**src/rtl/mux_scan_arb.sv**
```systemverilog
// mux_scan_arb: round-robin scanning arbiter for an 8:1 selector.
// Four-phase sequence per grant: IDLE -> SETUP -> GRANT -> RELEASE.
// Every output is a flop decoded from the next-state values, so no input
// reaches an output combinationally.
// Optional feature: define MUX_ARB_TIMEOUT_EN to add the hold counter.
// With the counter present, a GRANT ends after HOLD_MAX cycles.
module mux_scan_arb #(
  parameter int HOLD_MAX = 15
) (
  input  logic       CLK,
  input  logic       RESET_N,
  input  logic [7:0] REQ,
  input  logic       DONE,
  output logic [2:0] SEL,
  output logic       CE_N,
  output logic [7:0] GNT,
  output logic       BUSY
);

  localparam logic [1:0] ST_IDLE    = 2'd0;
  localparam logic [1:0] ST_SETUP   = 2'd1;
  localparam logic [1:0] ST_GRANT   = 2'd2;
  localparam logic [1:0] ST_RELEASE = 2'd3;

  // The hold counter is 8 bits wide, so HOLD_MAX must lie in the range 1..255.
  if (HOLD_MAX < 1 || HOLD_MAX > 255) begin : g_hold_max_illegal
    $error("mux_scan_arb: HOLD_MAX must be within 1..255");
  end

  logic [1:0] state_q, state_d;
  logic [2:0] sel_q, sel_d;
  logic [2:0] ptr_q, ptr_d;
  logic       ce_n_q, ce_n_d;
  logic [7:0] gnt_q, gnt_d;
  logic       busy_q, busy_d;

  logic [7:0] rot_req;
  logic [2:0] pick_off;
  logic [2:0] pick_sel;
  logic       hold_hit;

  // Rotate the request vector so that bit 0 is requester PTR+1.
  // Bit 7 is PTR itself, which therefore has the lowest priority.
  genvar gi;
  for (gi = 0; gi < 8; gi++) begin : g_rot
    assign rot_req[gi] = REQ[ptr_q + 3'(gi + 1)];
  end

  // Find the lowest set bit of the rotated vector.
  // The loop runs downwards so that the smallest offset is assigned last.
  always_comb begin
    pick_off = 3'd0;
    for (int i = 7; i >= 0; i--) begin
      if (rot_req[i]) pick_off = 3'(i);
    end
    pick_sel = ptr_q + pick_off + 3'd1;
  end

`ifdef MUX_ARB_TIMEOUT_EN
  logic [7:0] hold_q, hold_d;

  assign hold_hit = (hold_q == 8'(HOLD_MAX));

  // The hold count is 1 in the first GRANT cycle and rises by one each GRANT cycle.
  // RELEASE clears it.
  always_comb begin
    hold_d = hold_q;
    case (state_q)
      ST_SETUP:   hold_d = 8'd1;
      ST_GRANT:   hold_d = hold_q + 8'd1;
      ST_RELEASE: hold_d = 8'd0;
      default:    hold_d = hold_q;
    endcase
  end

  // Hold counter register.
  always_ff @(posedge CLK or negedge RESET_N) begin
    if (!RESET_N) hold_q <= 8'd0;
    else          hold_q <= hold_d;
  end
`else
  assign hold_hit = 1'b0;
`endif

  // Next-state logic.
  // SEL is loaded only when leaving IDLE. PTR is loaded only in RELEASE.
  always_comb begin
    state_d = state_q;
    sel_d   = sel_q;
    ptr_d   = ptr_q;
    case (state_q)
      ST_IDLE: begin
        if (|REQ) begin
          sel_d   = pick_sel;
          state_d = ST_SETUP;
        end
      end
      ST_SETUP:   state_d = ST_GRANT;
      ST_GRANT: begin
        if (DONE || !REQ[sel_q] || hold_hit) state_d = ST_RELEASE;
      end
      ST_RELEASE: begin
        ptr_d   = sel_q;
        state_d = ST_IDLE;
      end
      default:    state_d = ST_IDLE;
    endcase
  end

  // Decode the outputs from the next state so that they are registered
  // and still line up with the state they describe.
  always_comb begin
    ce_n_d = (state_d != ST_GRANT);
    gnt_d  = (state_d == ST_GRANT) ? (8'd1 << sel_d) : 8'd0;
    busy_d = (state_d != ST_IDLE);
  end

  // State and output registers.
  // Reset is asynchronous, so CE_N rises as soon as RESET_N falls.
  always_ff @(posedge CLK or negedge RESET_N) begin
    if (!RESET_N) begin
      state_q <= ST_IDLE;
      sel_q   <= 3'd0;
      ptr_q   <= 3'd7;
      ce_n_q  <= 1'b1;
      gnt_q   <= 8'd0;
      busy_q  <= 1'b0;
    end else begin
      state_q <= state_d;
      sel_q   <= sel_d;
      ptr_q   <= ptr_d;
      ce_n_q  <= ce_n_d;
      gnt_q   <= gnt_d;
      busy_q  <= busy_d;
    end
  end

  assign SEL  = sel_q;
  assign CE_N = ce_n_q;
  assign GNT  = gnt_q;
  assign BUSY = busy_q;

endmodule

```
**config.mk**
```make
export PLATFORM = sky130hd
export DESIGN_NAME = mux_scan_arb
export DESIGN_NICKNAME = d
export VERILOG_FILES = /design/src/rtl/mux_scan_arb.sv
export SDC_FILE = /design/constraint.sdc
export NUM_CORES = 1
export LEC_CHECK = 0
export CORE_MARGIN = 5
export CORE_UTILIZATION = 35
export CTS_BUF_LIST = sky130_fd_sc_hd__clkbuf_4 sky130_fd_sc_hd__clkbuf_8
export DETAILED_ROUTE_END_ITERATION = 10
export HOLD_SLACK_MARGIN = 0.03
export SYNTH_ARGS = -nofsm -noshare
export SYNTH_HDL_FRONTEND = slang
export SYNTH_SLANG_ARGS = --single-unit
```
**constraint.sdc**
```tcl
create_clock -name CLK -period 3.65 [get_ports CLK]
set_input_delay 0.73 -clock CLK [delete_from_list [all_inputs] [get_ports CLK]]
set_output_delay 0.73 -clock CLK [all_outputs]
set_load 0.01 [all_outputs]
```
==> results of run 1 <==
## final cells by class
class	count	area (um2)
tap	52	65.06
sequential	18	455.4
fill	394	2131
clock buffer	4	55.05
multi-input combinational	95	1070
timing repair buffer	56	474.2
inverter	9	43.79
## tightest hold or removal path, delay by kind of cell (launching register included)
| family | cells | cell delay, ns |
|---|---|---|
| buf+inv | 1 | 0.08 |
| flops | 1 | 0.38 |
| compound gates | 1 | 0.10 |
## how the worst max path moves through the flow
stage,slack [ns],start,endpoint,cells after the start
after floorplan,-0.05,ptr_q[0]$_DFFE_PN1N_,GNT[5]$_DFF_PN0_,17
after global placement,-0.35,REQ[1],GNT[2]$_DFF_PN0_,13
after detailed placement,-0.33,REQ[5],GNT[1]$_DFF_PN0_,13
after CTS,-0.07,ptr_q[0]$_DFFE_PN1N_,GNT[6]$_DFF_PN0_,15
after global routing,-0.21,ptr_q[1]$_DFFE_PN1N_,GNT[1]$_DFF_PN0_,14
final,-0.04,REQ[4],GNT[1]$_DFF_PN0_,13
## layout by cell type, fill, tap and decap left out, types with 2 or more instances in the layout
| cell | count |
|---|---|
| nor4b_4 | 2 |
| nor4b_2 | 2 |
| nor3b_1 | 4 |
| mux4_2 | 10 |
| buf_4 | 33 |
| dlygate4sd2_1 | 3 |
| ha_1 | 5 |
| mux2i_1 | 6 |
| dfstp_2 | 4 |
| ha_4 | 2 |
| nor2_1 | 5 |
| inv_1 | 6 |
| o21ai_0 | 7 |
| nor4_1 | 4 |
| nor4_2 | 3 |
| xnor2_1 | 3 |
| clkbuf_8 | 4 |
| mux4_1 | 3 |
| nand2_1 | 11 |
| dfrtp_1 | 14 |
| clkdlybuf4s50_1 | 20 |
## sequential cells by signal, summed over array words and instances, names as in the netlist
register,count
ptr_q,3
state_q,2
GNT,8
CE_N,1
SEL,3
BUSY,1
## repair_timing
item	4_1_cts	5_1_grt
pin swaps	0	0
endpoints found under the setup margin	8	8
resized for setup	4	6
## stage by stage
step	hold WS, ns	std cells	setup TNS, ns	worst slack, ns	power, W
6_report	0.5727	234	-0.1058	-0.03531	0.002233
5_1_grt	0.6142	234	-1.492	-0.2090	0.002421
4_1_cts	0.5862	234	-0.3574	-0.06824	0.002184
3_5_place_dp	0.5744	230	-2.349	-0.3312	0.002008
3_3_place_gp	0.5546	230	-2.351	-0.3484	0.001966
2_1_floorplan	0.4344	127	-0.3908	-0.04890	0.001478
## routing by layer
layer	up-vias	global-route usage [%]
met2	20	23.72
met4	0	2.669
met5	-	0
met3	2	2.014
met1	621	16.73
li1	597	-
## power groups by stage
stage,Combinational [W],Clock (W),Sequential [W]
2_1_floorplan,0.00110,0,0.000378
3_3_place_gp,0.00159,0,0.000379
3_5_place_dp,0.00162,0,0.000383
4_1_cts,0.00164,0.000158,0.000381
5_1_grt,0.00186,0.000172,0.000388
6_report,0.00170,0.000154,0.000378
## cell families (layout without fill, tap and decap cells)
logic type / Yosys count / after routing
flops: 18 / 18
buf+inv: 14 / 69
fa+ha+maj: 8 / 8
simple gates: 40 / 40
mux: 22 / 22
xor+xnor: 4 / 4
compound gates: 21 / 21
==> impl_metrics.toml, run 1 <==
[setup_path]
r2r_setup_slack_ns = -0.03
worstSetupEndpointType = "register"
cp.required_ns = 3.80
critPathKind = "in2reg"
reg2reg_to = "GNT[1]$_DFF_PN0_"
cp-start-kind = "input port"
cp_max_fo = 9
arrival_ns = 3.83
cpLargestDelayFamily = "multiplexers"
critical_path.cell_chain = "clkdlybuf4s50_1, mux4_2, mux2_4, nand2b_4, a21oi_2, o21ai_1, a21bo_2, ha_4, fa_2, xnor2_1, o211ai_1, nand4_4, nor4_2"
cpPeakStageDelay_ns = 0.49
slowest_stage = "mux4_2"
worstRegToRegCells = 14
reg2reg_from = "ptr_q[0]$_DFFE_PN1N_"
worst-path-buf-inv = 1

[power_and_ir_drop]
power_frac_comb_pct = 76.2
ir_worst_vdd_uv = 588.5
sw_frac_of_total_pct = 42.12
power_switching_w = 0.0009405
p_leak_nw = 0.8991
seq_power_share_pct = 16.9
power_density_nw_per_um2 = 1032
p_clk_share_pct = 6.9
p_int_w = 0.001293

[logic_synthesis]
synthMuxAreaShare_pct = 27.08
synth-edff-count = 0
yosysSeqAreaShare_pct = 29.96
synth_common_cells = "14 x dfrtp_1, 11 x nand2_1, 9 x inv_1, 8 x o21ai_0"
synth-xor-area-share_pct = 2.305
ys_top_cells_by_area = "dfrtp_1 23%, mux4_1 10%, mux4_2 10%"
synth_area_um2 = 1520
synthArstFlopShare_pct = 100.0
synth_top_cell_area_share_pct = 23.05
yosys_most_used_dff = "dfrtp_1"
syn_area_per_cell_um2 = 11.97
yosys.area_share.simple_pct = 16.71
synth_top_family_by_area = "multiplexers"
yosysMostFrequentCell = "dfrtp_1"
synth_fa_ha_area_share_pct = 7.078
synth_cell_type_count = 40
netlist_instances = 127
synth-seq-cells = 18
synth_compound_area_share_pct = 10.62
synth_fp_nets = 146
ys_warn_count = 0
yosys.area.top_type = "dfrtp_1"

[hold_path]
hold_start = "ptr_q[1]$_DFFE_PN1N_"
hold_path_end = "ptr_q[1]$_DFFE_PN1N_"
whs_path_depth = 2
hold_class = "reg2reg"

[route]
dr.pass1.iters = 4
highest_layer = "met4"
met2_length_mm = 2.001
via_per_inst = 5.299
met3_length_um = 114
num_vias = 1240
ant_nets = 0
drtIter0Drc = 43
wirelength_mm = 3.770
wire_per_inst_um = 16.11
drc = 0
wl_met1_mm = 1.642

[die]
die_h_um = 75.91
num_rows = 24
initial_core_util_pct = 35.40
die_area_um2 = 5762
ioPinCount = 24
die_x_um = 75.91
core_um2 = 4294

[layout]
insertedDiodeCount = 0
post-route-cell-area_um2 = 2163
syn_to_final_growth_pct = 42.30
final_util_pct = 50.38
drive_above_1_share_pct = 42.86
nets = 202

[cts]
cts_buffer_depth = 2
cts_tree = "built"
cts.sinks = 18
clk_pin_slew_ns = 0.06
numCtsBuffers = 3
insertion_delay_ns = 0.24
ctsRootBufferMaster = "clkbuf_8"
ctsHoldBuffers = 0
h-tree-depth = 1
post-cts-setup-buffer-count = 0

[placed_design]
place.port_buffers = 23
gp_congestion = 0.8501
placed_area_um2 = 2076
hpwl_mm = 3.122

[timing]
postLayoutSetupSlackWorst_ns = -0.03531
max_slew_margin_pct = 50.77
final.period_utilization_pct = 101.0
clock_skew_ns = 0.003925
hold_violations = 0
period_minus_slack_ns = 3.685
setup_violations = 8
slew_viol_final = 0
rsz0062_at_grt = "true"
max_freq_ghz = 0.2713
worstMarginPinSlew_ns = 0.7361

[grt]
grt_max_degree = 19
track_usage_pct = 13.25
antenna_found_initial = 0
grt_pass1_vias = 1342
grt-ovfl-total = 0
grt_pass1_wl_mm = 6.520

[outcome]
status = "finished, violations left"
violations = "setup timing"

[run]
max_cap_violations = 0
(Power assumes the default switching activity.)
==> inputs of run 2 (changes only) <==
--- a/config.mk
+++ b/config.mk
@@ -5,11 +5,14 @@
 export SDC_FILE = /design/constraint.sdc
 export NUM_CORES = 1
 export LEC_CHECK = 0
-export CORE_MARGIN = 5
+export CELL_PAD_IN_SITES_DETAIL_PLACEMENT = 0
+export CELL_PAD_IN_SITES_GLOBAL_PLACEMENT = 1
 export CORE_UTILIZATION = 35
 export CTS_BUF_LIST = sky130_fd_sc_hd__clkbuf_4 sky130_fd_sc_hd__clkbuf_8
 export DETAILED_ROUTE_END_ITERATION = 10
+export GPL_ROUTABILITY_DRIVEN = 0
 export HOLD_SLACK_MARGIN = 0.03
+export PLACE_DENSITY_LB_ADDON = 0.1
 export SYNTH_ARGS = -nofsm -noshare
 export SYNTH_HDL_FRONTEND = slang
 export SYNTH_SLANG_ARGS = --single-unit
==> impl_metrics.toml, run 2 (synthesis gave the netlist of run 1 again) <==
[power_and_ir_drop]
seq_power_share_pct = 16.0
ir_worst_vdd_uv = 486.8
sw_frac_of_total_pct = 43.81
p_int_w = 0.001333
power_switching_w = 0.001040
power_frac_comb_pct = 77.7
p_clk_share_pct = 6.2
p_leak_nw = 0.9176
power_density_nw_per_um2 = 1074

[timing]
clock_skew_ns = 0.005600
rsz0062_at_grt = "true"
period_minus_slack_ns = 3.775
fin_setup_tns_ns = -0.8135
hold_violations = 0
setup_violations = 9
slew_viol_final = 0
max_slew_margin_pct = 47.08
final.period_utilization_pct = 103.4
postLayoutSetupSlackWorst_ns = -0.1246
max_freq_ghz = 0.2649
worstMarginPinSlew_ns = 0.7914

[setup_path]
cp_max_fo = 5
cp-start-kind = "register"
critPathKind = "reg2reg"
worstSetupEndpointType = "register"
cp.required_ns = 3.80
arrival_ns = 3.93

[die]
die_area_um2 = 4611
die_x_um = 67.91
initial_core_util_pct = 37.20
die_h_um = 67.91
num_rows = 23
core_um2 = 4086
ioPinCount = 24

[route]
num_vias = 1262
wirelength_mm = 3.886
wire_per_inst_um = 16.82
drtIter0Drc = 47
drc = 0
via_per_inst = 5.463
ant_nets = 0
dr.pass1.iters = 4

[grt]
grt-ovfl-total = 0
grt_pass1_vias = 1277
grt_max_degree = 19
track_usage_pct = 18.46
grt_pass1_wl_mm = 6.334
antenna_found_initial = 0

[placed_design]
hpwl_mm = 2.863
place_ws_ns = -0.4142
place.port_buffers = 23

[layout]
nets = 201
insertedDiodeCount = 0
largest_reg_flops = 8
drive_above_1_share_pct = 43.09
layout_common_cells = "30 x buf_4, 19 x clkdlybuf4s50_1, 14 x dfrtp_1, 11 x nand2_1, 9 x mux4_2"
multi_input_area_um2 = 1137
final-seq-area_um2 = 455.4
layout_commonest_cell = "buf_4"
fillCellCount = 357
syn_to_final_growth_pct = 45.35

[cts]
ctsHoldBuffers = 0
h-tree-depth = 1
cts_buffer_depth = 2
clk_pin_slew_ns = 0.06
insertion_delay_ns = 0.25
numCtsBuffers = 3
ctsRootBufferMaster = "clkbuf_8"
cts.sinks = 18
cts_tree = "built"

[hold_path]
hold_class = "reg2reg"

[run]
max_cap_violations = 0

[outcome]
status = "finished, violations left"
violations = "setup timing"
## run 2: routing by layer
layer / track usage [%] / part of all wire (%) / vias to the layer above
li1: - / - / 596
met4: 1.302 / 0 / 0
met1: 28.42 / 51 / 639
met3: 3.500 / 2.0 / 0
met2: 27.85 / 47 / 27
met5: 0 / 0 / -
## run 2: repair_timing
item                                    CTS  global route
hold endpoints to repair                  0             0
buffers inserted                          1             2
gates resized for setup                  10             7
pin swaps                                 7             2
endpoints found under the setup margin    8             9
gates cloned                              1             0
## run 2: through the flow
step | hold slack, ns | area, um2 | instances | utilization [%] | power [W]
6_report | 0.5560 | 2210 | 231 | 54.07 | 0.002373
5_1_grt | 0.5879 | 2210 | 231 | 54.07 | 0.002541
4_1_cts | 0.5566 | 2145 | 229 | 52.48 | 0.002263
3_5_place_dp | 0.5451 | 2036 | 223 | 49.82 | 0.001981
3_3_place_gp | 0.5444 | 2036 | 223 | 49.82 | 0.001966
2_1_floorplan | 0.4344 | 1598 | 127 | - | 0.001478
## run 2: critical path: stages (launching register included)
cell	delay [ns]
dfstp_2	0.59
inv_8	0.04
ha_4	0.28
mux4_2	0.51
mux2_4	0.31
nand2b_4	0.14
a21oi_2	0.11
o21ai_1	0.07
a21bo_2	0.21
ha_4	0.15
fa_2	0.37
xnor2_2	0.16
o211ai_1	0.20
buf_4	0.22
nand4_4	0.10
nor4b_4	0.22
## run 2: path summary, 6_finish.rpt
check | startpoint | endpoint | slack [ns] | cells after the start
min | ptr_q[1]$_DFFE_PN1N_ | ptr_q[1]$_DFFE_PN1N_ | 0.56 | 2
min reg2reg | ptr_q[1]$_DFFE_PN1N_ | ptr_q[1]$_DFFE_PN1N_ | 0.56 | 2
max | ptr_q[0]$_DFFE_PN1N_ | GNT[6]$_DFF_PN0_ | -0.12 | 15
max reg2reg | ptr_q[0]$_DFFE_PN1N_ | GNT[6]$_DFF_PN0_ | -0.12 | 15
max in group asynchronous | RESET_N | SEL[1]$_DFF_PN0_ | 2.22 | 1
min in group asynchronous | RESET_N | SEL[0]$_DFF_PN0_ | 0.94 | 1
## run 2: power by group through the flow
stage	combinational (W)	sequential, W	clock (W)
floorplan	0.00110	0.000378	0
CTS	0.00173	0.000379	0.000154
detailed placement	0.00160	0.000381	0
global route	0.00199	0.000392	0.000161
global placement	0.00159	0.000377	0
finish	0.00184	0.000380	0.000148
## run 2: layout make-up
| type | instances | area share (%) |
|---|---|---|
| Inverter | 9 | 1.982 |
| Sequential cell | 18 | 20.61 |
| Tap cell | 50 | 2.831 |
| Timing Repair Buffer | 54 | 20.89 |
| Multi-Input combinational cell | 96 | 51.47 |
| Clock buffer | 4 | 2.208 |
==> inputs of run 3 (changes only) <==
--- a/config.mk
+++ b/config.mk
@@ -5,6 +5,7 @@
 export SDC_FILE = /design/constraint.sdc
 export NUM_CORES = 1
 export LEC_CHECK = 0
+export ABC_AREA = 1
 export CELL_PAD_IN_SITES_DETAIL_PLACEMENT = 0
 export CELL_PAD_IN_SITES_GLOBAL_PLACEMENT = 1
 export CORE_UTILIZATION = 35
==> constraint.sdc (replaced) <==
create_clock -name CLK -period 3.65 [get_ports CLK]
set_input_delay 1.095 -clock CLK [delete_from_list [all_inputs] [get_ports CLK]]
set_output_delay 1.095 -clock CLK [all_outputs]
set_load 0.01 [all_outputs]
==> impl_metrics.toml, run 3 <==
[logic_synthesis]
yosys.area.top_type = "dfrtp_1"
yosysMostFrequentCell = "nand2_1"
ys_warn_count = 0
synth_area_um2 = 1434
synth_common_cells = "50 x nand2_1, 20 x nand3_1, 15 x nor2_1, 14 x dfrtp_1"
netlist_instances = 189
synth-seq-cells = 18
ys_top_cells_by_area = "dfrtp_1 24%, nand2_1 13%, dfstp_2 7.3%"
synth-edff-count = 0
synth_cell_type_count = 28
synth_fp_nets = 208
synthArstFlopShare_pct = 100.0
syn_area_per_cell_um2 = 7.587
yosys_most_used_dff = "dfrtp_1"
yosysSeqAreaShare_pct = 31.76
synth_top_cell_area_share_pct = 24.43

[route]
wire_per_inst_um = 11.86
num_vias = 1359
ant_nets = 0
via_per_inst = 4.768
wirelength_mm = 3.380
drtIter0Drc = 55
dr.pass1.iters = 4
drc = 0

[timing]
clock_skew_ns = 0.003139
fin_setup_tns_ns = 0
hold_violations = 0
worstMarginPinSlew_ns = 0.7589
max_slew_margin_pct = 49.25
rsz0062_at_grt = "false"
final.period_utilization_pct = 89.02
setup_violations = 0
max_freq_ghz = 0.3078
slew_viol_final = 0
period_minus_slack_ns = 3.249

[layout]
largest_reg_flops = 8
final_util_pct = 51.48
layout_common_cells = "46 x nand2_1, 24 x buf_4, 20 x nand3_1, 16 x nand2_2"
drive_above_1_share_pct = 30.38
syn_to_final_growth_pct = 36.39
layout_commonest_cell = "nand2_1"
fillCellCount = 366
insertedDiodeCount = 0
nets = 257

[run]
max_cap_violations = 0

[setup_path]
reg2reg_to = "GNT[4]$_DFF_PN0_"
cp.required_ns = 3.82
cpPeakStageDelay_ns = 0.64
cp-start-kind = "register"
arrival_ns = 3.42
reg2reg_from = "ptr_q[0]$_DFFE_PN1N_"
r2r_setup_slack_ns = 0.40
cp_common_cell = "nand2_1"
worstSetupEndpointType = "register"
critPathKind = "reg2reg"
slowest_stage = "dfstp_2"
worstRegToRegCells = 18
critical_path.cell_chain = "inv_8, ha_2, inv_1, nand3_1, nand3_1, nand2_1, a21oi_1, nor2_1, o21ai_0, nand2_1, nand2_1, nand2_1, ha_1, fa_1, nand2_1, o21ai_1, nand4_1, a21oi_1"
cp_max_fo = 11

[die]
die_area_um2 = 4357
ioPinCount = 24
initial_core_util_pct = 37.75
die_h_um = 66.01
num_rows = 22
die_x_um = 66.01
core_um2 = 3799

[placed_design]
place.port_buffers = 23
hpwl_mm = 2.664

[cts]
numCtsBuffers = 3
ctsRootBufferMaster = "clkbuf_8"
h-tree-depth = 1
clk_pin_slew_ns = 0.06
cts.sinks = 18
cts_buffer_depth = 2
ctsHoldBuffers = 0
cts_tree = "built"
insertion_delay_ns = 0.25

[grt]
grt_pass1_vias = 1345
track_usage_pct = 16.89
antenna_found_initial = 0
grt_max_degree = 19
grt_pass1_wl_mm = 5.740
grt-ovfl-total = 0

[hold_path]
hold_class = "reg2reg"
hold_path_end = "ptr_q[2]$_DFFE_PN1N_"
whs_path_depth = 2
hold_start = "SEL[2]$_DFF_PN0_"

[power_and_ir_drop]
p_leak_nw = 0.9917
power_density_nw_per_um2 = 1056
ir_worst_vdd_uv = 457.0

[outcome]
status = "complete, no violations"
-- run 3: cell types whose count changed after synthesis, moves of 4 or more --
cell | before | now
nand2_1 | 11 | 50
nand3_1 | 0 | 20
nand2_2 | 1 | 12
nor2_1 | 5 | 15
mux2i_1 | 7 | 0
mux4_2 | 7 | 0
nand3_2 | 0 | 7
nor4_1 | 7 | 0
mux4_1 | 6 | 0
nor2_2 | 0 | 5
a21oi_1 | 1 | 5
nand4_1 | 0 | 4
nor3b_1 | 4 | 0
nor4b_1 | 4 | 0
-- run 3: through the flow --
step           instance area, um2  hold WS, ns  instances  power (W)  setup WS (ns)
4_1_cts                      1874       0.5780        279   0.002016        0.05190
3_3_place_gp                 1826       0.5767        275   0.001839        -0.2311
2_1_floorplan                1434       0.5556        189   0.001412         0.5529
6_report                     1956       0.5694        285   0.002066         0.4007
5_1_grt                      1956       0.6391        285   0.002298        0.05569
3_5_place_dp                 1826       0.5609        275   0.001859        -0.1853
-- run 3: worst max-delay path: cells and delay by family, from the launching register on --
kind / cells / cell delay, ns
flops: 1 / 0.64
compound gates: 4 / 0.57
fa+ha+maj: 3 / 1.01
buf+inv: 2 / 0.21
simple gates: 9 / 0.73
-- run 3: final cells by class --
type	instances	area (um2)	share of cell area (%)
flip-flops and latches	18	455.4	23.29
well taps	48	60.06	3.071
multi-input cells	152	893.4	45.68
inverters	16	67.56	3.455
repair buffers	47	430.4	22.01
clock buffers	4	48.80	2.495
-- run 3: cells by family after synthesis --
kind of cell,Yosys count,synth area share (%)
adders and majority gates,8,7.504
and+or+nand+nor,121,43.72
buffers and inverters,19,7.068
xor gates and xnor gates,5,3.055
AOI/OAI and AO/OA,18,6.894
DFF,18,31.76
-- run 3: worst max path at each step --
stage / from / endpoint / slack, ns / depth (start not counted)
2_1_floorplan: ptr_q[0]$_DFFE_PN1N_ / GNT[0]$_DFF_PN0_ / 0.55 / 21
3_3_place_gp: REQ[3] / GNT[6]$_DFF_PN0_ / -0.23 / 17
3_5_place_dp: REQ[3] / GNT[6]$_DFF_PN0_ / -0.19 / 17
4_1_cts: REQ[3] / GNT[6]$_DFF_PN0_ / 0.05 / 17
5_1_grt: ptr_q[0]$_DFFE_PN1N_ / GNT[6]$_DFF_PN0_ / 0.06 / 19
6_report: ptr_q[0]$_DFFE_PN1N_ / GNT[4]$_DFF_PN0_ / 0.40 / 18
-- run 3: repair_timing --
action | 4_1_cts | 5_1_grt
endpoints found under the setup margin | 0 | 9
gates resized for setup | 0 | 15
setup buffers | 0 | 6
-- run 3: power breakdown --
part / internal [W] / total, W / switching [W]
clock network: 0.0000849 / 0.000146 / 0.0000611
logic: 0.000666 / 0.00153 / 0.000866
registers: 0.000301 / 0.000388 / 0.0000869
total: 0.00105 / 0.00207 / 0.00101
-- run 3: routing by layer --
metal	up-vias	GRT usage, %	share of wire (%)
li1	706	-	-
met1	629	22.33	48
met2	22	29.46	49
met3	2	1.034	2.2
met4	0	4.787	0.86
met5	-	0	0
